`src/rtl/mem_arb_pkg.sv`:
```
// rtl/mem_arb_pkg.sv - shared state/owner types and block geometry for mem_arbiter
package mem_arb_pkg;

  typedef enum logic [1:0] {IDLE, WRITE, FILL, DRAIN} arb_state_t;
  typedef enum logic {OWN_I, OWN_D} owner_t;

  localparam int WORD_BYTES          = 2;
  localparam int WORD_OFF_W          = $clog2(WORD_BYTES);
  localparam int DEF_WORDS_PER_BLOCK = 8;

  function automatic int blk_off_w(input int words);
    return $clog2(words * WORD_BYTES);
  endfunction

  localparam int BLK_OFF_W = blk_off_w(DEF_WORDS_PER_BLOCK);

endpackage

```
`src/rtl/fill_counter.sv`:
```
// rtl/fill_counter.sv - issue/return word counters for one block-fill burst
module fill_counter #(
  parameter int WORDS_PER_BLOCK = 8,
  parameter int WIDX_W          = 3
) (
  input  logic              clk,
  input  logic              rst_n,
  input  logic              clr,
  input  logic              issue_inc,
  input  logic              ret_inc,
  output logic [WIDX_W-1:0] issue_idx,
  output logic [WIDX_W-1:0] ret_idx,
  output logic              issue_last,
  output logic              done
);

  localparam logic [WIDX_W:0] LAST = (WIDX_W+1)'(WORDS_PER_BLOCK - 1);
  localparam logic [WIDX_W:0] ONE  = (WIDX_W+1)'(1);

  // One spare bit so the issue counter may step past the last word without wrapping.
  logic [WIDX_W:0] issue_cnt;
  logic [WIDX_W:0] ret_cnt;

  always_ff @(posedge clk or negedge rst_n) begin
    if (!rst_n) begin
      issue_cnt <= '0;
      ret_cnt   <= '0;
    end else if (clr) begin
      issue_cnt <= '0;
      ret_cnt   <= '0;
    end else begin
      if (issue_inc) issue_cnt <= issue_cnt + ONE;
      if (ret_inc)   ret_cnt   <= ret_cnt + ONE;
    end
  end

  assign issue_idx  = issue_cnt[WIDX_W-1:0];
  assign ret_idx    = ret_cnt[WIDX_W-1:0];
  assign issue_last = (issue_cnt == LAST);
  assign done       = ret_inc && (ret_cnt == LAST);

endmodule

```
`src/rtl/mem_arbiter.sv`:
```
// rtl/mem_arbiter.sv - shared main-memory arbiter for I/D fills and D stores
// Optional I-side starvation guard: define MEM_ARB_STARVE_GUARD_EN.
module mem_arbiter
  import mem_arb_pkg::*;
#(
  parameter int WORDS_PER_BLOCK = 8,
  parameter int WIDX_W          = 3
) (
  input  logic              clk,
  input  logic              rst_n,
  input  logic              I_miss_req,
  input  logic [15:0]       I_miss_addr,
  input  logic              D_miss_req,
  input  logic [15:0]       D_miss_addr,
  input  logic              D_wr_req,
  input  logic [15:0]       D_wr_addr,
  input  logic [15:0]       D_wr_data,
  output logic              mem_en,
  output logic              mem_wr,
  output logic [15:0]       mem_addr,
  output logic [15:0]       mem_wdata,
  input  logic [15:0]       mem_rdata,
  input  logic              mem_rvalid,
  output logic [15:0]       fill_data,
  output logic [WIDX_W-1:0] fill_widx,
  output logic              I_fill_we,
  output logic              D_fill_we,
  output logic              I_fill_done,
  output logic              D_fill_done,
  output logic              D_wr_ack,
  output logic              busy
);

  localparam int OFF_W  = blk_off_w(WORDS_PER_BLOCK);
  localparam int BASE_W = 16 - OFF_W;

  arb_state_t        state, state_nx;
  owner_t            owner;
  logic [BASE_W-1:0] base;
  logic [15:0]       wr_addr_q;
  logic [15:0]       wr_data_q;
  logic              grant_wr, grant_dm, grant_im;
  logic              starve_force;
  logic              ret_fire;
  logic              issue_last;
  logic              fill_done;
  logic [WIDX_W-1:0] issue_idx;
  logic [WIDX_W-1:0] ret_idx;

  // Word-offset bits of miss addresses are meaningless: fills always start at word 0.
  logic unused_addr_bits;
  assign unused_addr_bits = ^{I_miss_addr[OFF_W-1:0], D_miss_addr[OFF_W-1:0]};

`ifdef MEM_ARB_STARVE_GUARD_EN
  logic [1:0] starve_cnt;

  always_ff @(posedge clk or negedge rst_n) begin
    if (!rst_n)
      starve_cnt <= 2'd0;
    else if (grant_im || !I_miss_req)
      starve_cnt <= 2'd0;
    else if ((grant_wr || grant_dm) && starve_cnt != 2'd3)
      starve_cnt <= starve_cnt + 2'd1;
  end

  assign starve_force = I_miss_req && (starve_cnt == 2'd3);
`else
  assign starve_force = 1'b0;
`endif

  always_comb begin
    grant_wr = 1'b0;
    grant_dm = 1'b0;
    grant_im = 1'b0;
    if (state == IDLE) begin
      if (starve_force)    grant_im = 1'b1;
      else if (D_wr_req)   grant_wr = 1'b1;
      else if (D_miss_req) grant_dm = 1'b1;
      else if (I_miss_req) grant_im = 1'b1;
    end
  end

  always_ff @(posedge clk or negedge rst_n) begin
    if (!rst_n) begin
      state     <= IDLE;
      owner     <= OWN_I;
      base      <= '0;
      wr_addr_q <= '0;
      wr_data_q <= '0;
    end else begin
      state <= state_nx;
      if (grant_wr) begin
        wr_addr_q <= D_wr_addr;
        wr_data_q <= D_wr_data;
      end
      if (grant_dm) begin
        owner <= OWN_D;
        base  <= D_miss_addr[15:OFF_W];
      end else if (grant_im) begin
        owner <= OWN_I;
        base  <= I_miss_addr[15:OFF_W];
      end
    end
  end

  // Returns are counted in order of arrival only, so memory latency is irrelevant.
  assign ret_fire = ((state == FILL) || (state == DRAIN)) && mem_rvalid;

  fill_counter #(
    .WORDS_PER_BLOCK (WORDS_PER_BLOCK),
    .WIDX_W          (WIDX_W)
  ) u_fill_counter (
    .clk        (clk),
    .rst_n      (rst_n),
    .clr        (grant_dm || grant_im),
    .issue_inc  (state == FILL),
    .ret_inc    (ret_fire),
    .issue_idx  (issue_idx),
    .ret_idx    (ret_idx),
    .issue_last (issue_last),
    .done       (fill_done)
  );

  always_comb begin
    state_nx  = state;
    mem_en    = 1'b0;
    mem_wr    = 1'b0;
    mem_addr  = '0;
    mem_wdata = '0;
    D_wr_ack  = 1'b0;
    case (state)
      IDLE: begin
        if (grant_wr)                   state_nx = WRITE;
        else if (grant_dm || grant_im)  state_nx = FILL;
      end
      WRITE: begin
        mem_en    = 1'b1;
        mem_wr    = 1'b1;
        mem_addr  = wr_addr_q;
        mem_wdata = wr_data_q;
        D_wr_ack  = 1'b1;
        state_nx  = IDLE;
      end
      FILL: begin
        mem_en   = 1'b1;
        mem_addr = {base, issue_idx, {WORD_OFF_W{1'b0}}};
        if (fill_done)       state_nx = IDLE;
        else if (issue_last) state_nx = DRAIN;
      end
      DRAIN: begin
        if (fill_done) state_nx = IDLE;
      end
      default: state_nx = IDLE;
    endcase
  end

  assign fill_data   = ret_fire ? mem_rdata : '0;
  assign fill_widx   = ret_fire ? ret_idx : '0;
  assign I_fill_we   = ret_fire && (owner == OWN_I);
  assign D_fill_we   = ret_fire && (owner == OWN_D);
  assign I_fill_done = fill_done && (owner == OWN_I);
  assign D_fill_done = fill_done && (owner == OWN_D);
  assign busy        = (state != IDLE);

endmodule

```
`config.mk`:
```
export PLATFORM = sky130hd
export DESIGN_NAME = mem_arbiter
export DESIGN_NICKNAME = d
export VERILOG_FILES = /design/src/rtl/mem_arb_pkg.sv /design/src/rtl/fill_counter.sv /design/src/rtl/mem_arbiter.sv
export SDC_FILE = /design/constraint.sdc
export NUM_CORES = 1
export LEC_CHECK = 0
export BUFFER_PORTS_ARGS = -buffer_cell sky130_fd_sc_hd__buf_2
export CORE_MARGIN = 5
export CORE_UTILIZATION = 25
export CTS_BUF_LIST = sky130_fd_sc_hd__clkbuf_16
export DETAILED_ROUTE_END_ITERATION = 16
export GPL_TIMING_DRIVEN = 0
export PLACE_DENSITY = 0.55
export SYNTH_ARGS = -nofsm -noshare
export SYNTH_HDL_FRONTEND = slang
export SYNTH_SLANG_ARGS = --single-unit
```
`constraint.sdc`:
```
create_clock -name clk -period 2.35 [get_ports clk]
set_clock_uncertainty 0.2 [all_clocks]
set_input_delay 0 -clock clk [delete_from_list [all_inputs] [get_ports clk]]
set_output_delay 0 -clock clk [all_outputs]
set_load 0.05 [all_outputs]
```
==> metrics <==
status finished, final reports clean; initial DRC count around 110; FMAX 0.4514 GHz; Final Max Tran Viols 0; Post-Synthesis Cell Area about 2900 um^2; TritonCTS clock tree built; fraction of layout cells with a size suffix above 1 between 40 and 50%; post-DR wirelength/cell 15.00 um; Worst Setup Start Kind register; DRT antenna net count 0; Peak VDD IR between 500 and 600 uV; worst skew pair latency approximately 0.29 ns; top-area cell type share of the netlist area 47.09%; Hold Crit Class in -> async; Slew HR 51.53%; core area 11420 um^2; post-synthesis compound-gate area fraction 7.106%; port bufs 136; initial antenna violation count 0; final setup vio count 0; Syn Area/Cell 11.64 um^2; max-cap violation count 0; Vias per Instance 4.415; Mapped Cells about 250; Clock Sink Count 55; hold slack ~0.09 ns; RePlAce Congestion 0.7378; r2r endpoint base[4]; PwrDens around 1300 nW/um^2; number of global-route vias before repair approximately 2.9k; Area Overhead vs Synth 59.20%; Max Fanout on Critical Path 10; First-pass DRT Iterations 4; largest family of logic cells by synthesized area multiplexers; DIE AREA between 10000 and 15000 um^2; min Tclk post-route about 2.2 ns; worst r2r src state[0]; RSZ-0062 raised after global routing false; r2r setup slk 0.17 ns; row cnt 39; via count 2658; die height 118.1 um; area leader, netlist dfrtp_1; clock-pin slew on the worst setup and hold paths 0.07 ns; Register Area 1376 um^2; Tcrit/Tclk final 94.27%; Sum Neg Setup Slack 0 ns; largest net degree at the start of global routing 56; Simple-Gate Fraction of Synth Area 16.22%; Max Buffers Root-to-Sink 2; CTS Root Cell clkbuf_16; top-level I/O count between 100 and 150; All-Layer GR Usage ~13%; antenna cells 0; Fillers 1093; Area contributors post-synth dfrtp_1, mux2_2, and2_1, a22oi_1, mux2_1; H-tree depth 2; Syn Nets 344; final WL 9027 um; HPWL after DPL about 6300 um; CP Data Required Time 2.15 ns; Yosys Warn Count 0; Worst Tran Pin Value 0.7270 ns; Static Leak 2.282 nW; CP Class reg -> out; Hold Fails Final Rpt 0; multi-input logic area 1494 um^2; Reg2Reg Depth 6; Inserted Clock Buffers 5; sequential area share after synthesis 47.09%; global-route wire length before repair 14520 um; Initial Util 25.60%; fin nets ~550; crit path DAT slightly above 2 ns; Post-Synth Adder-Cell Area 2.997%; CP endpoint kind output pin; post-synthesis mux area share 22.26%; Seq cells post-synth 55; Synth cell types 35; Die X around 120 um; post-synthesis xor/xnor area fraction 1.498%; grt total ovfl 0; DR DRC count 0
## kinds of logic after synthesis
group	after synthesis
adder cells (fa/ha/maj)	7
multiplexers	58
AO/OA/AOI/OAI	29
buffers and inverters	18
AND/OR/NAND/NOR	79
XOR/XNOR	5
flip-flops	55
## per-layer routing
layer  wire length, um  track usage (%)
met5                 0                0
met4                61            3.369
met3               621            3.508
met2              4678            23.21
met1              3665            15.00
## flip-flops by register name, summed over array words and instances (netlist names)
register                  flops
wr_addr_q                    16
wr_data_q                    16
state                         2
u_fill_counter.issue_cnt      4
base                         12
u_fill_counter.ret_cnt        4
owner                         1
## repair_timing
action / CTS / global route
pin swaps: 0 / 1
gates resized for setup: 6 / 10
endpoints found under the setup margin: 16 / 19
hold endpoints to repair: 106 / 0
hold buffers: 62 / 0
setup buffers: 0 / 2
## area by class of cell
cell class,count,area share [%]
buffer,14,1.748
clock buffer,5,2.689
clock inverter,3,1.371
inverter,4,0.3227
multi-input combinational,178,32.11
sequential,55,29.58
tap,143,3.845
timing repair buffer,200,28.34
## power breakdown
group | internal [mW] | total, mW | leakage, nW | switching [mW]
Sequential | 1.42 | 1.69 | 0.659 | 0.264
Combinational | 1.30 | 3.54 | 1.53 | 2.24
Clock | 0.607 | 0.940 | 0.0952 | 0.332
## how the worst max path moves through the flow
stage	from	endpoint	slack [ns]
after detailed placement	state[0]	base[4]	0.03
after floorplan	state[1]	mem_addr[14]	0.03
after global placement	state[0]	base[3]	0.03
after CTS	state[0]	base[4]	0.009
final	state[0]	mem_addr[8]	0.13
after global routing	state[0]	mem_addr[8]	0.007
## stage by stage
step / instance area, um^2 / cells / utilization (%) / total power, mW / worst slack (ns)
2_1_floorplan: 2948 / 251 / - / 4.295 / 0.03073
3_3_place_gp: 3807 / 530 / 33.34 / 5.100 / 0.03083
3_5_place_dp: 3807 / 530 / 33.34 / 5.164 / 0.02819
4_1_cts: 4626 / 600 / 40.51 / 6.232 / 0.008929
5_1_grt: 4653 / 602 / 40.75 / 6.566 / 0.006790
6_report: 4653 / 602 / 40.75 / 6.169 / 0.1348
## worst max-delay path: stages, from the launching register on
cell	delay (ns)
dfrtp_1	0.40
inv_1	0.13
ha_1	0.29
buf_2	0.33
a22oi_1	0.16
nor2b_2	0.13
buf_2	0.27
## cells in the mapped netlist, drive strengths merged
cell type / n
xor2: 3
nor3: 2
clkbuf: 8
and4b: 1
o211ai: 1
nor3b: 2
o21bai: 1
nor4bb: 1
buf: 6
nand2b: 1
mux2i: 2
a22oi: 17
a21oi: 1
dfrtp: 55
o21a: 1
o32ai: 1
o211a: 1
nor2: 10
or2: 1
nand4: 1
xnor2: 2
nand4b: 1
ha: 7
o21ai: 5
and2: 37
inv: 4
nand3: 1
mux2: 56
a211o: 1
nand2: 5
nor2b: 15
nand3b: 1
## placed cells by master (no fill, tap or decap), types with 2 or more instances in the layout
cell           Yosys  layout
buf_2              3     139
dlygate4sd3_1      0      62
dfrtp_1           55      55
mux2_2            47      47
and2_1            37      37
a22oi_1           17      17
nor2b_2            0      10
nor2_1             9       9
mux2_1             9       9
buf_4              3       6
nor2b_1           15       5
inv_1              4       5
o21ai_0            5       5
nand2_1            5       5
ha_1               7       5
clkbuf_16          0       5
clkbuf_2           0       4
xor2_1             3       3
clkbuf_4           0       2
nor3_1             2       2
nor3b_1            2       2
mux2i_1            2       2
xnor2_1            2       2
ha_2               0       2
bufinv_16          0       2
Power figures use the tool's default switching activity.
